**src/rtl/fabulous_alu_sched.sv**
```systemverilog
// Word-serial add/sub scheduler: two requesters share one SLICE_W-bit carry-chain
// slice, and each operation is processed LSB-first, one slice per clock.
module fabulous_alu_sched #(
    parameter int SLICE_W = 8,
    parameter int WORDS   = 4
) (
    input  logic                       CLK,
    input  logic                       RST,
    input  logic                       REQ0_VALID,
    output logic                       REQ0_READY,
    input  logic [SLICE_W*WORDS-1:0]   REQ0_A,
    input  logic [SLICE_W*WORDS-1:0]   REQ0_B,
    input  logic                       REQ0_SUB,
    input  logic                       REQ1_VALID,
    output logic                       REQ1_READY,
    input  logic [SLICE_W*WORDS-1:0]   REQ1_A,
    input  logic [SLICE_W*WORDS-1:0]   REQ1_B,
    input  logic                       REQ1_SUB,
    output logic                       RES_VALID,
    input  logic                       RES_READY,
    output logic                       RES_ID,
    output logic [SLICE_W*WORDS-1:0]   Y,
    output logic                       CO,
    output logic                       BUSY
);
    localparam int W  = SLICE_W * WORDS;
    localparam int KW = (WORDS > 1) ? $clog2(WORDS) : 1;

    typedef enum logic [1:0] {IDLE, RUN, DONE} state_t;

    state_t              state_reg, state_next;
    logic [W-1:0]        a_reg, b_reg, y_reg;
    logic                sub_reg, id_reg, last_reg, carry_reg, co_reg;
    logic [KW-1:0]       k_reg;

    logic                grant0, grant1, accept, accept_id, last_k;
    logic [SLICE_W-1:0]  a_words [WORDS];
    logic [SLICE_W-1:0]  b_words [WORDS];
    logic [SLICE_W-1:0]  a_slice, b_slice, b_eff;
    logic [SLICE_W:0]    slice_sum;

    generate
        for (genvar gi = 0; gi < WORDS; gi++) begin : g_word
            assign a_words[gi] = a_reg[gi*SLICE_W +: SLICE_W];
            assign b_words[gi] = b_reg[gi*SLICE_W +: SLICE_W];
        end
    endgenerate

    // Round robin: on a tie the requester that was not served last wins.
    assign grant0     = REQ0_VALID & (~REQ1_VALID | last_reg);
    assign grant1     = REQ1_VALID & (~REQ0_VALID | ~last_reg);
    assign REQ0_READY = (state_reg == IDLE) & ~RST & grant0;
    assign REQ1_READY = (state_reg == IDLE) & ~RST & grant1;
    assign accept     = REQ0_READY | REQ1_READY;
    assign accept_id  = REQ1_READY;

    assign a_slice   = a_words[k_reg];
    assign b_slice   = b_words[k_reg];
    assign b_eff     = sub_reg ? ~b_slice : b_slice;
    assign slice_sum = {1'b0, a_slice} + {1'b0, b_eff} + {{SLICE_W{1'b0}}, carry_reg};
    assign last_k    = (k_reg == KW'(WORDS - 1));

    always_comb begin
        state_next = state_reg;
        case (state_reg)
            IDLE:    if (accept)    state_next = RUN;
            RUN:     if (last_k)    state_next = DONE;
            DONE:    if (RES_READY) state_next = IDLE;
            default:                state_next = IDLE;
        endcase
    end

    always_ff @(posedge CLK or posedge RST) begin
        if (RST) state_reg <= IDLE;
        else     state_reg <= state_next;
    end

    always_ff @(posedge CLK or posedge RST) begin
        if (RST) begin
            a_reg     <= '0;
            b_reg     <= '0;
            sub_reg   <= 1'b0;
            id_reg    <= 1'b0;
            last_reg  <= 1'b1;
            carry_reg <= 1'b0;
            k_reg     <= '0;
            y_reg     <= '0;
            co_reg    <= 1'b0;
        end else begin
            case (state_reg)
                IDLE: begin
                    if (accept) begin
                        a_reg     <= accept_id ? REQ1_A : REQ0_A;
                        b_reg     <= accept_id ? REQ1_B : REQ0_B;
                        sub_reg   <= accept_id ? REQ1_SUB : REQ0_SUB;
                        // Subtraction is A + ~B + 1, so the chain starts with carry = SUB.
                        carry_reg <= accept_id ? REQ1_SUB : REQ0_SUB;
                        id_reg    <= accept_id;
                        last_reg  <= accept_id;
                        k_reg     <= '0;
                    end
                end
                RUN: begin
                    y_reg[k_reg*SLICE_W +: SLICE_W] <= slice_sum[SLICE_W-1:0];
                    carry_reg <= slice_sum[SLICE_W];
                    if (last_k) begin
                        co_reg <= slice_sum[SLICE_W];
                        k_reg  <= '0;
                    end else begin
                        k_reg  <= k_reg + KW'(1);
                    end
                end
                default: ;
            endcase
        end
    end

    assign RES_VALID = (state_reg == DONE);
    assign BUSY      = (state_reg != IDLE);
    assign RES_ID    = id_reg;
    assign Y         = y_reg;
    assign CO        = co_reg;
endmodule

```
**config.mk**
```make
export PLATFORM = sky130hd
export DESIGN_NAME = fabulous_alu_sched
export DESIGN_NICKNAME = d
export VERILOG_FILES = /design/src/rtl/fabulous_alu_sched.sv
export SDC_FILE = /design/constraint.sdc
export NUM_CORES = 1
export LEC_CHECK = 0
export ABC_CLOCK_PERIOD_IN_PS = 4210
export CORE_UTILIZATION = 35
export DETAILED_ROUTE_END_ITERATION = 8
export PLACE_DENSITY = 0.61
export SYNTH_ARGS = -nofsm -noshare
export SYNTH_HDL_FRONTEND = slang
export SYNTH_SLANG_ARGS = --single-unit
```
**constraint.sdc**
```tcl
create_clock -name CLK -period 4.21 [get_ports CLK]
set_input_delay 0.6315 -clock CLK [delete_from_list [all_inputs] [get_ports CLK]]
set_output_delay 0.6315 -clock CLK [all_outputs]
set_load 0.02 [all_outputs]
```
# Word-level counts from Yosys, hierarchy flattened
# Cells that the tools add are included.
totals:
  register_bits: 105
  output_inout_bits: 38
op_classes:
  add_sub_neg: 4
  magnitude_cmp: 1
  n_eq_ne: 6
  shifts: 2
  mux: 20
  bitwise: 14
  reduce_logical: 7
ops:
  columns: ["operator", "count"]
  rows:
  - ["two-way mux 32 bit", 2]
  - ["two-way mux 8 bit", 5]
  - ["negation 5 -> 34 bit", 1]
  - ["variable shift 8 x 34 -> 32 bit (first input constant)", 1]
  - ["indexed part select 8 x 34 -> 32 bit", 1]
  - ["binary-select mux 8 bit (select 2 bit)", 2]
  - ["bitwise mux 32 bit", 1]
  - ["two-way mux 2 bit", 5]
  - ["adder 8 x 8 -> 9 bit", 1]
  - ["adder 9 x 1 -> 9 bit", 1]
  - ["NOT 8 bit", 1]
  - ["case mux 2 bit (3 select lines)", 1]
  - ["AND reduction 2 bit", 3]
  - ["AND 1 bit", 5]
  - ["equality test 2 bit (second input constant)", 2]
  - ["!= test 2 bit (second input constant)", 2]
  - ["NOT 1 bit", 4]
  - ["case mux 2 bit (2 select lines)", 1]
  - ["nonzero test 2 bit", 2]
  - [">= comparator 3 bit (second input constant)", 1]
  - ["NOT 2 -> 3 bit", 1]
  - ["OR 1 bit", 3]
  - ["AND reduction 3 bit", 1]
  - ["adder 2 x 1 -> 2 bit (second input constant)", 1]
  - ["other kinds (5)", 6]

# Depth between registers and ports, before layout
# Gate-level depths: netlist (run 1).
depth:
  ltp_word: 10
  depth_mapped: 12
  ltp_nobuf: 10

# Worst setup path before layout (run 1)
# Ideal clock, no wire load.
synth_timing:
  path_type: "flip-flop to flip-flop"
  startpoint: "register k_reg[0]"
  endpoint: "register carry_reg"
  t_arrival_ps: 2978
  t_required_ps: 4084
  slack_ps: 1106
  path_stages_with_launch: 11
  synth_period_minus_slack_ps: 3104
  path_cell_list: "dfrtp_1 buf_4 mux4_2 xnor2_1 fa_1 inv_1 fa_1 a21o_1 and3_1 o31a_1 a311o_1"
synth_via:
  elab_chain_cells: 9
  elab_cells_between_ends: 12
  classes_between: "2 x add/sub; 8 x mux; 2 x bitwise"
synth_lines:
  columns: ["item", "line", "text"]
  rows:
  - ["from (decl)", "34", "logic [KW-1:0] k_reg;"]
  - ["from (signal assigned)", "110", "k_reg <= k_reg + KW'(1);"]
  - ["NOT 2 -> 3 bit (not written as such) *", "57, 58", null]
  - ["binary-select mux 8 bit (select 2 bit)", "58", "assign b_slice = b_words[k_reg];"]
  - ["two-way mux 8 bit (not written as such) (2 in a row)", "58", null]
  - ["NOT 8 bit", "59", "assign b_eff = sub_reg ? ~b_slice : b_slice;"]
  - ["two-way mux 8 bit", "59", null]
  - ["adder 8 x 8 -> 9 bit *", "60", "assign slice_sum = {1'b0, a_slice} + {1'b0, b_eff} + {{SLICE_W{1'b0}}, carry_reg};"]
  - ["adder 9 x 1 -> 9 bit *", "60", null]
  - ["case mux 1 bit (2 select lines) *", "90", "case (state_reg)"]
  - ["to (signal assigned)", "97", "carry_reg <= accept_id ? REQ1_SUB : REQ0_SUB;"]
  - ["to (signal assigned)", "105", "carry_reg <= slice_sum[SLICE_W];"]
  - ["to (decl)", "33", "logic sub_reg, id_reg, last_reg, carry_reg, co_reg;"]
# Every way passes the cells marked *; elsewhere a longest branch is shown, timed or not. The select of a mux whose other input is x is not followed.
# A chain may end at the register's enable or synchronous reset.

# Worst setup path after layout (run 1)
layout_timing:
  startpoint: "register k_reg[1]"
  endpoint: "register carry_reg"
# Same word-level chain as after synthesis.

==> impl_metrics.toml, run 1 <==
[sta]
tns_ns = 0
fin_crit_ns = 3.16
slew_viol_final = 0
holdWs_ns = 0.482
skew_ns = 0.00795
max_freq_mhz = 317
setup_viol = 0
fin_crit_sh_pct = 75.0
slew_headroom_pct = 24.3
tightestPinTransition_ns = 1.14
hold_viol = 0
rsz0062_at_grt = "no"

[status]
outcome = "complete, no violations"

[floorplanning]
die_y_um = 126
core_um2 = 14800
boundaryPins = 173
row_count = 44
initial_utilization_pct = 36.5
chipWidth_um = 126
dieArea_um2 = 15900

[worst_setup_path]
arrival_ns = 3.38
ff2ff_path_depth = 9
endpoint_kind = "register"
r2r_end = "carry_reg$_DFFE_PP0P_"
crit-reg2reg-launch = "k_reg[1]$_DFFE_PP0P_"
cp.required_ns = 4.44
critPathLaunch = "k_reg[1]$_DFFE_PP0P_"
cp_max_fo = 12
regToRegSetupSlack_ns = 1.05
critical_path_class = "reg -> reg"
critPathLaunchType = "register"

[final_layout]
fill_cells = 1346
insertedDiodeCount = 0
final_cell_mix = "172 x clkdlybuf4s50_1, 148 x nand2_1, 104 x dfrtp_1"
drive_gt1_share_pct = 7.44
multi_input_area_um2 = 2530
area_growth_pct = 39.5
seq_area_um2 = 2630
final_nets = 871
final_common_cell = "clkdlybuf4s50_1"

[synthesis]
netlist_area_um2 = 5390
yosysWarnings = 0
synthCells = 565
syn_nets = 715
synth.avg_cell_area_um2 = 9.54
yosysUniqueCellTypes = 44
ys_seq_area_share_pct = 48.8
ys_ff_latch = 105

[place]
dp_hpwl_mm = 11.9
gp_congestion = 0.833
io_buffers = 172

[cts]
clk_pin_slew_ns = 0.07
holdBufCountCts = 0
cts_resized = 0
cts-root-buf = "clkbuf_16"
clock_sinks = 105
cts_tree = "yes"
clock_latency_ns = 0.34
post_cts_buffers = 0
ctsHtreeMaxLevel = 3
clk_path_buf_depth = 2
cts_inserted_buffers = 9

[worst_hold_path]
holdPathStages = 2
min_path_type = "reg -> reg"
worstHoldEndpoint = "last_reg$_DFFE_PP1P_"
hp-start = "last_reg$_DFFE_PP1P_"

[global_route]
grt_first_pass_wirelength_mm = 25.1
antenna_found_initial = 0
grt-ovfl-total = 0
grt_pass1_vias = 4822
grt_max_degree = 94
grt_usage_pct = 20.3

[pwr]
leakagePower_nw = 3.13
vdd_drop_max_mv = 0.445
power_density_nw_per_um2 = 827

[route]
viasPerCell = 5.19
wirelength_mm = 15.4
first_iter_violations = 259
antenna_left = 0
vias = 4722
wl_per_cell_um = 16.9
drc = 0
firstDrtPassIters = 4

[flow_run]
cap_violations = 0
## power breakdown
| part | total [W] | internal (W) | switching, W |
|---|---|---|---|
| Combinational | 0.00357 | 0.00153 | 0.00205 |
| Sequential | 0.00180 | 0.00145 | 0.000346 |
| Clock | 0.000855 | 0.000491 | 0.000363 |
| Total | 0.00622 | 0.00347 | 0.00275 |
## critical path: stages (launching register included)
cell and delay (ns):
dfrtp_1 0.69, mux4_2 0.40, xnor2_1 0.18, fa_1 0.21, inv_1 0.06, fa_1 0.41
a21o_1 0.21, and3_1 0.19, o31a_1 0.30, a311o_1 0.38
## metal layers
| metal | track usage, % | vias up | wire (µm) |
|---|---|---|---|
| met5 | 0 | - | 0 |
| met3 | 4.42 | 12 | 912 |
| met4 | 7.30 | 0 | 218 |
| li1 | - | 2283 | - |
| met1 | 27.0 | 2277 | 7020 |
| met2 | 32.6 | 150 | 7240 |
## metrics by stage
step | std cells | setup slack (ns) | instance area (µm²) | utilization, % | power, W
6_report | 910 | 1.05 | 7520 | 51.0 | 0.00622
5_1_grt | 910 | 0.850 | 7520 | 51.0 | 0.00673
4_1_cts | 910 | 1.03 | 7520 | 51.0 | 0.00628
3_5_place_dp | 894 | 1.05 | 7210 | 48.9 | 0.00541
3_3_place_gp | 894 | 1.16 | 7210 | 48.9 | 0.00530
2_1_floorplan | 565 | 0.820 | 5390 | - | 0.00421
## cells in the mapped netlist (all sizes together)
library cell	instances	area, µm²
nor2b	1	6.26
nand4	3	18.8
and2b	1	7.51
nand3	3	20.0
and3	2	12.5
nand2	152	581
o21a	2	15.0
ha	13	163
or2	1	6.26
o22ai	1	6.26
inv	8	30.0
o211ai	1	7.51
dfrtp	104	2600
nor2	73	274
a22o	20	175
o31ai	3	22.5
xnor2	5	43.8
buf	30	189
nor3b	1	7.51
a311o	1	10.0
nor4	1	12.5
o31a	1	8.76
a21o	3	22.5
o21ai	19	95.1
mux4	16	360
or4	1	11.3
fa	2	40.0
a31oi	64	400
dfstp	1	26.3
mux2i	1	10.0
clkbuf	4	15.0
xor2	7	61.3
a21oi	9	48.8
nand2b	7	43.8
nor3	4	36.3
## worst max-delay path by stage
stage                            end  slack (ns)  cells past startpoint
2_1_floorplan         CO$_DFFE_PP0P_        0.82                      1
4_1_cts        carry_reg$_DFFE_PP0P_        1.03                      9
3_5_place_dp   carry_reg$_DFFE_PP0P_        1.05                      9
6_report       carry_reg$_DFFE_PP0P_        1.05                      9
5_1_grt            Y[23]$_DFFE_PP0P_        0.85                      9
3_3_place_gp   carry_reg$_DFFE_PP0P_        1.16                     10
## logic make-up (layout without fill, tap and decap cells)
logic type | Yosys count | after routing | share of synthesized area (%)
buffers and inverters | 42 | 203 | 4.34
flip-flops | 105 | 105 | 48.8
AND/OR/NAND/NOR | 250 | 250 | 19.2
XOR/XNOR | 12 | 12 | 1.95
multiplexers | 17 | 17 | 6.87
adder cells (fa/ha/maj) | 15 | 15 | 3.76
AO/OA/AOI/OAI | 124 | 124 | 15.1
## cell type report
class                           count  area share (%)
Inverter                            8           0.433
Sequential cell                   105            35.0
Tap cell                          184            3.06
Timing Repair Buffer              179            23.8
Clock inverter                      5           0.715
Multi-Input combinational cell    418            33.7
Clock buffer                       11            3.36
Note: power is estimated with default switching activity, not from simulation.
==> run 2, diff against run 1 <==
--- a/config.mk
+++ b/config.mk
@@ -5,10 +5,10 @@
 export SDC_FILE = /design/constraint.sdc
 export NUM_CORES = 1
 export LEC_CHECK = 0
-export ABC_CLOCK_PERIOD_IN_PS = 4210
+export ABC_CLOCK_PERIOD_IN_PS = 2750
 export CORE_UTILIZATION = 35
 export DETAILED_ROUTE_END_ITERATION = 8
-export PLACE_DENSITY = 0.61
+export PLACE_DENSITY = 0.64
 export SYNTH_ARGS = -nofsm -noshare
 export SYNTH_HDL_FRONTEND = slang
 export SYNTH_SLANG_ARGS = --single-unit
==> constraint.sdc (replaced) <==
create_clock -name CLK -period 2.75 [get_ports CLK]
set_input_delay 0.4125 -clock CLK [delete_from_list [all_inputs] [get_ports CLK]]
set_output_delay 0.4125 -clock CLK [all_outputs]
set_load 0.02 [all_outputs]
==> run 2 against run 1 <==
Effect of this change: combinational power up 84%; the run now ends with setup timing left; clock power up 51%; first-iteration DRC count up 1.9%; count of clock-buffer cells in the layout unchanged; highest routed layer unchanged; largest power group unchanged; sequential power up 50%.
==> impl_metrics.toml, run 2 (synthesis gave the netlist of run 1 again) <==
[route]
first_iter_violations = 264
drt-met1-wl_mm = 6.73
wirelength_mm = 15.4
wl_per_cell_um = 16.6
maxUsedRoutingLayer = "met4"
vias = 4818
viasPerCell = 5.20
antenna_left = 0
wl_met2_mm = 7.41
firstDrtPassIters = 5
met3_length_um = 891
drc = 0

[final_layout]
final_cell_mix = "172 x clkdlybuf4s50_1, 148 x nand2_1, 103 x dfrtp_1"
multi_input_area_um2 = 2600
insertedDiodeCount = 0
final_nets = 887
fill_cells = 1367
area_growth_pct = 43.5
final_common_cell = "clkdlybuf4s50_1"
drive_gt1_share_pct = 10.9
seq_area_um2 = 2630
fin_cells = 926

[worst_setup_path]
cp.required_ns = 3.03
cp_max_fo = 4
arrival_ns = 3.14
critical_path_class = "reg -> reg"
critPathLaunchType = "register"
endpoint_kind = "register"

[global_route]
antenna_found_initial = 0
grt_max_degree = 65
grt_usage_pct = 19.8
grt_pass1_vias = 4973
grt-ovfl-total = 0
grt_first_pass_wirelength_mm = 24.8

[cts]
cts_inserted_buffers = 9
clk_pin_slew_ns = 0.07
ctsHtreeMaxLevel = 3
holdBufCountCts = 0
clk_path_buf_depth = 2
clock_sinks = 105
cts_tree = "yes"
clock_latency_ns = 0.35
cts-root-buf = "clkbuf_16"

[sta]
rsz0062_at_grt = "yes"
tightestPinTransition_ns = 0.636
hold_viol = 0
fin_ws_ns = -0.109
slew_viol_final = 0
max_freq_mhz = 350
holdWs_ns = 0.483
slew_headroom_pct = 57.6
skew_ns = 0.00689
fin_crit_ns = 2.86
setup_viol = 6
fin_crit_sh_pct = 104

[worst_hold_path]
min_path_type = "reg -> reg"

[floorplanning]
initial_utilization_pct = 36.5
dieArea_um2 = 15900
chipWidth_um = 126
core_um2 = 14800
die_y_um = 126
row_count = 44
boundaryPins = 173

[place]
placed_cells = 908
dp_hpwl_mm = 11.9
gp_congestion = 0.813
io_buffers = 172

[status]
outcome = "finished, violations left"
violations = "setup timing"

[pwr]
leakagePower_nw = 3.22
vdd_drop_max_mv = 0.888
power_density_nw_per_um2 = 1360

[flow_run]
cap_violations = 0
## run 2: layer usage
layer  up-vias  GRT usage, %
li1       2305             -
met1      2303          26.1
met2       184          32.5
met3        26          4.21
met4         0          6.38
met5         -             0
## run 2: final cells by class
| type | instances | share of cell area (%) |
|---|---|---|
| Clock inverter | 5 | 0.825 |
| Timing Repair Buffer | 195 | 25.1 |
| Sequential cell | 105 | 34.0 |
| Clock buffer | 11 | 3.01 |
| Tap cell | 184 | 2.98 |
| Inverter | 8 | 0.437 |
| Multi-Input combinational cell | 418 | 33.6 |
## run 2: power breakdown
group          internal (W)  leakage (nW)  switching [W]  total (W)
Clock              0.000715         0.141       0.000573    0.00129
Combinational       0.00303          1.83        0.00352    0.00656
Sequential          0.00222          1.25       0.000477    0.00270
Total               0.00597          3.22        0.00457     0.0105
## run 2: worst paths after layout
path                                         to  slack (ns)  cells after the start                  from
setup / recovery              Y[14]$_DFFE_PP0P_       -0.11                     10  k_reg[0]$_DFFE_PP0P_
hold / removal                Y[10]$_DFFE_PP0P_        0.48                      2     Y[10]$_DFFE_PP0P_
max in group asynchronous  last_reg$_DFFE_PP1P_        1.65                      3                   RST
setup reg to reg              Y[14]$_DFFE_PP0P_       -0.11                     10  k_reg[0]$_DFFE_PP0P_
min in group asynchronous        CO$_DFFE_PP0P_        0.65                      3                   RST
hold reg to reg               Y[10]$_DFFE_PP0P_        0.48                      2     Y[10]$_DFFE_PP0P_
## run 2: timing repair
action                                  4_1_cts  5_1_grt
setup buffers                                 2        0
gates resized for setup                       1        8
pin swaps                                     3        6
endpoints found under the setup margin        5       19
endpoints found under the hold margin         0        0
## run 2: worst max-delay path, stage by stage, from the launching register on
cell,delay (ns)
dfrtp_2,0.39
mux4_2,0.53
xnor2_2,0.18
fa_2,0.22
inv_2,0.04
fa_2,0.35
a21o_1,0.20
and3_4,0.19
o31a_1,0.34
a21oi_4,0.20
a22o_1,0.16
## run 2: stage by stage
stage,TNS (ns),cell area [µm²],power [W],setup WS [ns],utilization (%)
floorplan,-0.774,5420,0.00652,-0.222,-
global placement,-0.0947,7370,0.00858,-0.0533,50.0
detailed placement,-0.305,7370,0.00875,-0.0852,50.0
CTS,-0.227,7690,0.0102,-0.0569,52.1
global route,-1.45,7740,0.0113,-0.170,52.4
finish,-0.545,7740,0.0105,-0.109,52.4
==> run 3, diff against run 2 <==
--- a/config.mk
+++ b/config.mk
@@ -5,7 +5,6 @@
 export SDC_FILE = /design/constraint.sdc
 export NUM_CORES = 1
 export LEC_CHECK = 0
-export ABC_CLOCK_PERIOD_IN_PS = 2750
 export CORE_UTILIZATION = 35
 export DETAILED_ROUTE_END_ITERATION = 8
 export PLACE_DENSITY = 0.64
==> results of run 3 <==
Final layout, timing and power as in run 2 (identical DEF).
